==> config.mk <==
export PLATFORM = sky130hd
export DESIGN_NAME = bounce_scanner
export DESIGN_NICKNAME = d
export VERILOG_FILES = /design/src/rtl/scanner_pkg.sv /design/src/rtl/bounce_scanner_onehot_dec.sv /design/src/rtl/bounce_scanner.sv
export SDC_FILE = /design/constraint.sdc
export NUM_CORES = 1
export LEC_CHECK = 0
export CAP_MARGIN = 0
export CORE_ASPECT_RATIO = 1.2
export CORE_MARGIN = 2
export CORE_UTILIZATION = 48
export CTS_CLUSTER_SIZE = 28
export DETAILED_ROUTE_END_ITERATION = 8
export PLACE_DENSITY = 0.81
export SYNTH_ARGS = -nofsm -noshare
export SYNTH_HDL_FRONTEND = slang
export SYNTH_SLANG_ARGS = --single-unit
==> constraint.sdc <==
create_clock -name clk -period 3.2 [get_ports clk]
set_clock_uncertainty 0.05 [all_clocks]
set_input_delay 0.32 -clock clk [delete_from_list [all_inputs] [get_ports clk]]
set_output_delay 0.32 -clock clk [all_outputs]
set_load 0.01 [all_outputs]
==> src/rtl/scanner_pkg.sv <==
// Shared encodings for the bounce scanner: direction, mode and FSM state.
package scanner_pkg;

   localparam logic DIR_LEFT    = 1'b0;
   localparam logic DIR_RIGHT   = 1'b1;
   localparam logic MODE_BOUNCE = 1'b0;
   localparam logic MODE_WRAP   = 1'b1;

   localparam int DWELL_W = 8;

   typedef enum logic [1:0] {
      S_RIGHT = 2'd0,
      S_LEFT  = 2'd1,
      S_DWELL = 2'd2
   } state_t;

   // Run state that moves the pointer in direction d.
   function automatic state_t run_state(input logic d);
      return (d == DIR_RIGHT) ? S_RIGHT : S_LEFT;
   endfunction

endpackage

==> src/rtl/bounce_scanner_onehot_dec.sv <==
// Combinational index-to-one-hot decoder used to drive the LED bar.
module onehot_dec #(
   parameter  int N = 8,
   localparam int W = $clog2(N)
) (
   input  logic [W-1:0] idx,
   output logic [N-1:0] onehot
);

   always_comb begin
      onehot      = '0;
      onehot[idx] = 1'b1;
   end

endmodule

==> src/rtl/bounce_scanner.sv <==
// One-hot LED pointer sweeping between runtime bounds in bounce or wrap mode.
// Optional macro SCANNER_TRAIL_EN adds a second LED showing the previous position.
module bounce_scanner
   import scanner_pkg::*;
#(
   parameter  int N_LEDS = 8,
   parameter  int DWELL  = 0,
   localparam int POS_W  = $clog2(N_LEDS)
) (
   input  logic              clk,
   input  logic              arst_n,
   input  logic              en,
   input  logic              hold,
   input  logic              mode,
   input  logic [POS_W-1:0]  lo,
   input  logic [POS_W-1:0]  hi,
   output logic [POS_W-1:0]  pos,
   output logic              dir,
   output logic [N_LEDS-1:0] led,
   output logic              end_pulse,
   output logic [1:0]        fsm_state
);

   state_t             state, state_nxt;
   logic [POS_W-1:0]   pos_nxt, pos_inc, pos_dec;
   logic               dir_nxt, pulse_nxt;
   logic [DWELL_W-1:0] dwell_cnt, cnt_nxt;
   logic [N_LEDS-1:0]  led_cur;

`ifdef SCANNER_TRAIL_EN
   logic [POS_W-1:0]  prev_pos, prev_nxt;
   logic [N_LEDS-1:0] led_prev;
`endif

   always_ff @(posedge clk or negedge arst_n) begin
      if (!arst_n) begin
         state     <= S_RIGHT;
         pos       <= '0;
         dir       <= DIR_RIGHT;
         dwell_cnt <= '0;
         end_pulse <= 1'b0;
`ifdef SCANNER_TRAIL_EN
         prev_pos  <= '0;
`endif
      end else begin
         state     <= state_nxt;
         pos       <= pos_nxt;
         dir       <= dir_nxt;
         dwell_cnt <= cnt_nxt;
         end_pulse <= pulse_nxt;
`ifdef SCANNER_TRAIL_EN
         prev_pos  <= prev_nxt;
`endif
      end
   end

   always_comb begin
      state_nxt = state;
      pos_nxt   = pos;
      dir_nxt   = dir;
      cnt_nxt   = dwell_cnt;
      pulse_nxt = 1'b0;
      pos_inc   = pos + POS_W'(1);
      pos_dec   = pos - POS_W'(1);
`ifdef SCANNER_TRAIL_EN
      prev_nxt  = prev_pos;
`endif
      if (en && !hold) begin
         if (lo >= hi) begin
            // Degenerate window: park on lo, keep direction and phase.
            pos_nxt = lo;
`ifdef SCANNER_TRAIL_EN
            prev_nxt = lo;
`endif
         end else if (pos < lo || pos > hi) begin
            pos_nxt   = lo;
            dir_nxt   = DIR_RIGHT;
            state_nxt = S_RIGHT;
            cnt_nxt   = '0;
`ifdef SCANNER_TRAIL_EN
            prev_nxt  = lo;
`endif
         end else begin
            case (state)
               S_DWELL: begin
                  if (dwell_cnt == DWELL_W'(DWELL)) begin
                     cnt_nxt   = '0;
                     state_nxt = run_state(dir);
                  end else begin
                     cnt_nxt = dwell_cnt + DWELL_W'(1);
                  end
               end
               S_RIGHT: begin
`ifdef SCANNER_TRAIL_EN
                  prev_nxt = pos;
`endif
                  if (pos < hi) begin
                     pos_nxt = pos_inc;
                     if (pos_inc == hi) begin
                        pulse_nxt = 1'b1;
                        if (mode == MODE_BOUNCE) dir_nxt = DIR_LEFT;
                     end
                  end else begin
                     pos_nxt   = lo;
                     pulse_nxt = 1'b1;
                  end
                  state_nxt = (pulse_nxt && DWELL > 0) ? S_DWELL : run_state(dir_nxt);
               end
               S_LEFT: begin
`ifdef SCANNER_TRAIL_EN
                  prev_nxt = pos;
`endif
                  if (pos > lo) begin
                     pos_nxt = pos_dec;
                     if (pos_dec == lo) begin
                        pulse_nxt = 1'b1;
                        if (mode == MODE_BOUNCE) dir_nxt = DIR_RIGHT;
                     end
                  end else begin
                     pos_nxt   = hi;
                     pulse_nxt = 1'b1;
                  end
                  state_nxt = (pulse_nxt && DWELL > 0) ? S_DWELL : run_state(dir_nxt);
               end
               default: state_nxt = S_RIGHT;
            endcase
         end
      end
   end

   onehot_dec #(.N(N_LEDS)) u_dec_pos (.idx(pos), .onehot(led_cur));
`ifdef SCANNER_TRAIL_EN
   onehot_dec #(.N(N_LEDS)) u_dec_prev (.idx(prev_pos), .onehot(led_prev));
`endif

   always_comb begin
`ifdef SCANNER_TRAIL_EN
      led = led_cur | led_prev;
`else
      led = led_cur;
`endif
      fsm_state = state;
   end

endmodule
==> impl_metrics.toml <==
[placement]
gp_congestion = 0.902
dpl_cell_area_um2 = 1040
port_buffers = 24
dp_hpwl_um = 1590

[power]
leakage_nw = 0.487
p_per_area_nw_per_um2 = 506
peakVddDrop_mv = 0.235

[timing]
rsz0062_at_grt = "false"
setup_tns_ps = 0
post-route-min-period_ps = 2570
drv_slew = 0
tightest_slew_ps = 596
slew_headroom_pct = 59.8
fin_crit_sh_pct = 80.3
setup_viol = 0
max_clock_freq_mhz = 389
hold_violations = 0

[worst_setup_path]
reg2reg_to = "pos[0]"
worstSetupPathType = "input port to flop"
crit_start = "hi[2]"
timing.rr.start = "pos[2]"
cp-end-kind = "flop"
cp_max_fo = 5
worstPathArrival_ps = 2610
required_ps = 3240
startpoint_type = "input port"
worstSetupEndpoint = "pos[0]"
r2r_slack_ps = 630
r2r_cells = 6

[clock_network]
cts_resized = 0
clock_sinks = 6
clkLatencyLatePin_ps = 250
cts_tree = "done"
cts_made_buffers = 3
cts_max_level = 1
clk_pin_slew_ps = 50
post-cts-setup-buffer-count = 0
clock_path_buffers = 2
root_buffer = "clkbuf_4"
postCtsHoldBufs = 0

[floorplan]
ios = 26
coreArea_um2 = 1580
die_w_um = 40.9
start_util_pct = 49.5
dieArea_um2 = 1970
rows = 16
die_y_um = 48.3

[global_routing]
grt_pass1_wl_um = 2860
gr-total-overflow = 0
antenna_found_initial = 0
grt_max_degree = 16
grt_pass1_vias = 668
grt.total_usage_pct = 22.3

[detailed_routing]
dr_wl_met3_um = 137
met1_length_um = 796
viasPerCell = 5.96
drtIter0Drc = 30
drc = 0
routed_wl_um = 1990
routedWlPerCell_um = 15.0
vias = 793
drtAntennaViolNets = 0
dr_wl_met2_um = 991
firstDrtPassIters = 4
top_layer = "met4"

[yosys]
ys_types = 39
synthesis.area_um2 = 783
yosysWarnings = 0
synth_nets = 111
yosysSeqAreaShare_pct = 19.3
synthArstFlopShare_pct = 100
synth-edff-count = 0
synth-seq-cells = 6
avgSynthCellArea_um2 = 8.80
netlist_top_cells_area = "ha_1 18%, dfrtp_1 16%, xor3_1 6.1%"
netlist.top_cell.by_area = "ha_1"
syn_inst = 89
synth_top_area_share_pct = 17.6
synthFlopType = "dfrtp_1"

[cells_and_area]
nFillCells = 140
diodes = 0
synthToLayoutAreaGrowth_pct = 35.8
fin_area_um2 = 1060
nNetsFinal = 138
drive_gt1_share_pct = 7.83

[hold_path]
hp-class = "input port to async pin"

[status]
outcome = "finished clean"

[run]
drv_cap = 0
## worst min-delay path by stage
stage           start        end  cells after the start
2_1_floorplan  arst_n  end_pulse                      0
3_3_place_gp      dir        dir                      2
3_5_place_dp      dir        dir                      2
4_1_cts        arst_n     pos[2]                      1
5_1_grt        arst_n     pos[2]                      1
6_report       arst_n     pos[2]                      1
## metal layers
metal  up-vias  GRT usage [%]
met5         -              0
met4         0           12.7
met3         8           2.74
met2        42           34.7
met1       366           29.5
li1        377              -
## flip-flops by register name, indices dropped and copies added, names as in the netlist
register and flops:
end_pulse 1, dir 1, pos 3, fsm_state 1
## worst max-delay path, cell delays in order
cell and delay (ps):
clkdlybuf4s50_1 510, inv_1 90, ha_1 330, a21oi_1 180
nand2_1 170, o2bb2ai_2 190, o41ai_1 570, o221ai_1 240
## cell type report
type,instances,area [um2],area share [%]
clock buffers,4,26.3,2.47
inverters,9,33.8,3.18
multi-input cells,71,582,54.7
flip-flops and latches,6,151,14.2
well taps,18,22.5,2.12
repair buffers,25,248,23.3
## cell usage after synthesis (3+ instances only)
library cell / count
ha_1: 11
inv_1: 9
nand2_1: 6
dfrtp_1: 5
nor2_1: 5
nor3_1: 4
a21oi_1: 3
mux2i_1: 3
o221ai_1: 3
## cell families (layout without fill, tap and decap cells)
group                    after synthesis  count (layout)  share of synthesized area, %
AND/OR/NAND/NOR                       32              32                          24.1
adder cells (fa/ha/maj)               11              11                          17.6
flip-flops                             6               6                          19.3
AO/OA/AOI/OAI                         18              18                          17.7
multiplexers                           3               3                          3.83
XOR/XNOR                               6               6                          10.5
buffers and inverters                 12              38                          6.39
other                                  1               1                         0.479
## per-stage QoR
| stage | setup slack (ps) | std cells | total power, mW | util [%] | hold WS [ps] |
|---|---|---|---|---|---|
| 2_1_floorplan | 1040 | 89 | 0.332 | - | -25.6 |
| 3_3_place_gp | 611 | 129 | 0.452 | 65.6 | 430 |
| 3_5_place_dp | 430 | 129 | 0.457 | 65.6 | 430 |
| 4_1_cts | 668 | 133 | 0.536 | 67.2 | 253 |
| 5_1_grt | 405 | 133 | 0.577 | 67.2 | 270 |
| 6_report | 630 | 133 | 0.538 | 67.2 | 252 |
## report_power, final
part           switching [mW]  internal (mW)  leakage [nW]  total [mW]
clock network          0.0279         0.0473        0.0150      0.0751
logic                   0.167          0.179         0.396       0.346
registers              0.0304         0.0868        0.0755       0.117
## cell usage in the layout, fill, tap and decap left out, types with 2 or more instances in the layout
cell type and n:
xor2_1 2, clkbuf_4 3, a21oi_1 3, nor3_1 4, nand2_1 6, xnor2_1 2, inv_1 9, dfrtp_1 5
ha_1 11, nor2_1 5, o21ai_1 2, nand2b_1 2, or3_1 2, nor2b_1 2, clkdlybuf4s50_1 24, a22oi_1 2
xor3_1 2, nand3_1 2, o221ai_1 3, mux2i_1 3, and3_1 2
No activity file was read; power rests on OpenSTA's default activity.
==> patch, RTL diff (same settings) <==
Reset style: synchronous (`arst_n`), changed in one clocked block.
--- a/src/rtl/bounce_scanner.sv
+++ b/src/rtl/bounce_scanner.sv
@@ -33,5 +33,5 @@
 `endif
 
-   always_ff @(posedge clk or negedge arst_n) begin
+   always_ff @(posedge clk) begin
       if (!arst_n) begin
          state     <= S_RIGHT;
Check against the original RTL: differs if arst_n is asserted again (counterexample within 4 cycles, from zero or initial values and one cycle with arst_n low); with arst_n held inactive, the same outputs for 10 cycles.
==> patch against the original RTL <==
- sequential cell count is the same
- cell area shrank 3.6%
- setup slack gained 41 ps
- routed wire length grew 0.75%
- first-iteration DRC count shrank 23%
- area after synthesis shrank 4.3%
- largest cell class unchanged
- critical path type unchanged
- highest routed layer is now met3
Power is not compared: it rests on default switching activity, and its combinational part moved more than twofold at a synthesized area within 25%.
==> patch: results <==
group,metric,value,unit
routing,dr_wl_met3,121,um
cells_and_area,top_register,"pos",
grt,grt_pass1_wl,3200,um
grt,grt_max_degree,14,
clock_tree,htreeDepth,1,
grt,grt_pass1_vias,704,
placed_design,port_buffers,24,
run_status,outcome,"finished, final reports clean",
cells_and_area,drive_above_1_share,8.06,%
clock_tree,post-cts-setup-buffers,0,
cells_and_area,nets,148,
placed_design,detailed_place_hpwl,1590,um
cells_and_area,largest_reg_flops,3,
routing,routed_wl,2010,um
clock_tree,numCtsBuffers,3,
yosys,yosys.cell_types.count,38,
yosys,syn-num-nets,121,
yosys,async_reset_ff_share,0,%
routing,vias,804,
cells_and_area,antennaDiodeCount,0,
clock_tree,path_clk_slew,50,ps
grt,track_usage,25.3,%
power_and_ir_drop,leakage,0.427,nW
clock_tree,cts_root_buf,"clkbuf_4",
timing,max_slew.worst_pin.slew,570,ps
hold_path,hold_class,"reg -> reg",
routing,wl_met2,1040,um
power_and_ir_drop,ir_drop,0.000297,V
routing,drtPass1Iterations,4,
cells_and_area,fill_cells,141,
yosys,synth_flop_cell,"dfxtp_1",
clock_tree,clockBufferDepth,2,
yosys,ys_seq_area_share,16.0,%
clock_tree,ctsResizeCount,0,
yosys,synth_area_leaders,"ha_1 18%, dfxtp_1 16%, nand2_1 6.0%, xnor2_1 4.7%, mux2i_1 4.0%",
yosys,synthTopCellsByCount,"12 x nand2_1, 11 x ha_1, 8 x inv_1",
grt,antenna_found_initial,0,
routing,routed.top_layer,"met3",
worst_setup_path,crit_arrival,2650,ps
routing,routedLengthMet1,841,um
yosys,yosysWarnings,0,
clock_tree,clk_latency,240,ps
routing,drtIter0Drc,23,
placed_design,gp_congestion,0.916,
worst_setup_path,cp_max_fo,7,
-- patch: cell count changes after synthesis, sizes merged, moves of 3 or more --
cell	delta
dfrtp	-5
dfxtp	+6
nand2	+7
nand3	+4
o221ai	-3
-- patch: power breakdown --
part | switching, mW | total, mW | internal, mW
Combinational | 0.0643 | 0.126 | 0.0615
Sequential | 0.00775 | 0.0856 | 0.0778
Clock | 0.0266 | 0.0690 | 0.0424
Total | 0.0986 | 0.280 | 0.182
-- patch: final cells by class --
| type | count | area (um2) | share of cell area [%] |
|---|---|---|---|
| tap | 17 | 21.3 | 2.08 |
| multi-input combinational | 82 | 583 | 56.9 |
| sequential | 6 | 120 | 11.7 |
| clock buffer | 3 | 22.5 | 2.20 |
| timing repair buffer | 25 | 248 | 24.2 |
| inverter | 8 | 30.0 | 2.93 |
-- patch: cell families (layout without fill, tap and decap cells) --
kind of cell	Yosys count	after routing	synth area share, %
buf+inv	11	36	6.18
flops	6	6	16.0
simple gates	39	39	26.4
xor+xnor	6	6	7.01
compound gates	22	22	21.5
mux	3	3	4.01
fa+ha+maj	11	11	18.4
other cells	1	1	0.500
-- patch: per-layer routing --
layer	vias up	track usage, %
met1	368	30.6
met5	-	0
met2	25	44.2
met4	0	4.14
li1	411	-
met3	0	7.11
-- patch: worst paths after layout --
check,from,end,slack (ps),cells past startpoint
worst min register to register,dir,dir,470,1
worst max register to register,pos[2],pos[0],720,6
worst max-delay path,hi[2],pos[0],670,8
worst min-delay path,dir,dir,470,1
-- patch: worst max-delay path, stage by stage --
cell,delay [ps]
clkdlybuf4s50_1,510
inv_1,80
ha_1,330
a21oi_2,220
nand2_2,130
a211o_1,370
or4_1,530
a31oi_1,160
-- patch: stage by stage --
step / worst slack (ps) / hold WS, ps / util [%] / instance area, um2 / cells
6_report: 671 / 468 / 70.9 / 1020 / 141
5_1_grt: 549 / 498 / 70.9 / 1020 / 141
4_1_cts: 698 / 481 / 70.9 / 1020 / 141
3_5_place_dp: 431 / 466 / 69.4 / 1000 / 138
3_3_place_gp: 473 / 465 / 69.4 / 1000 / 138
2_1_floorplan: 957 / 408 / - / 749 / 99
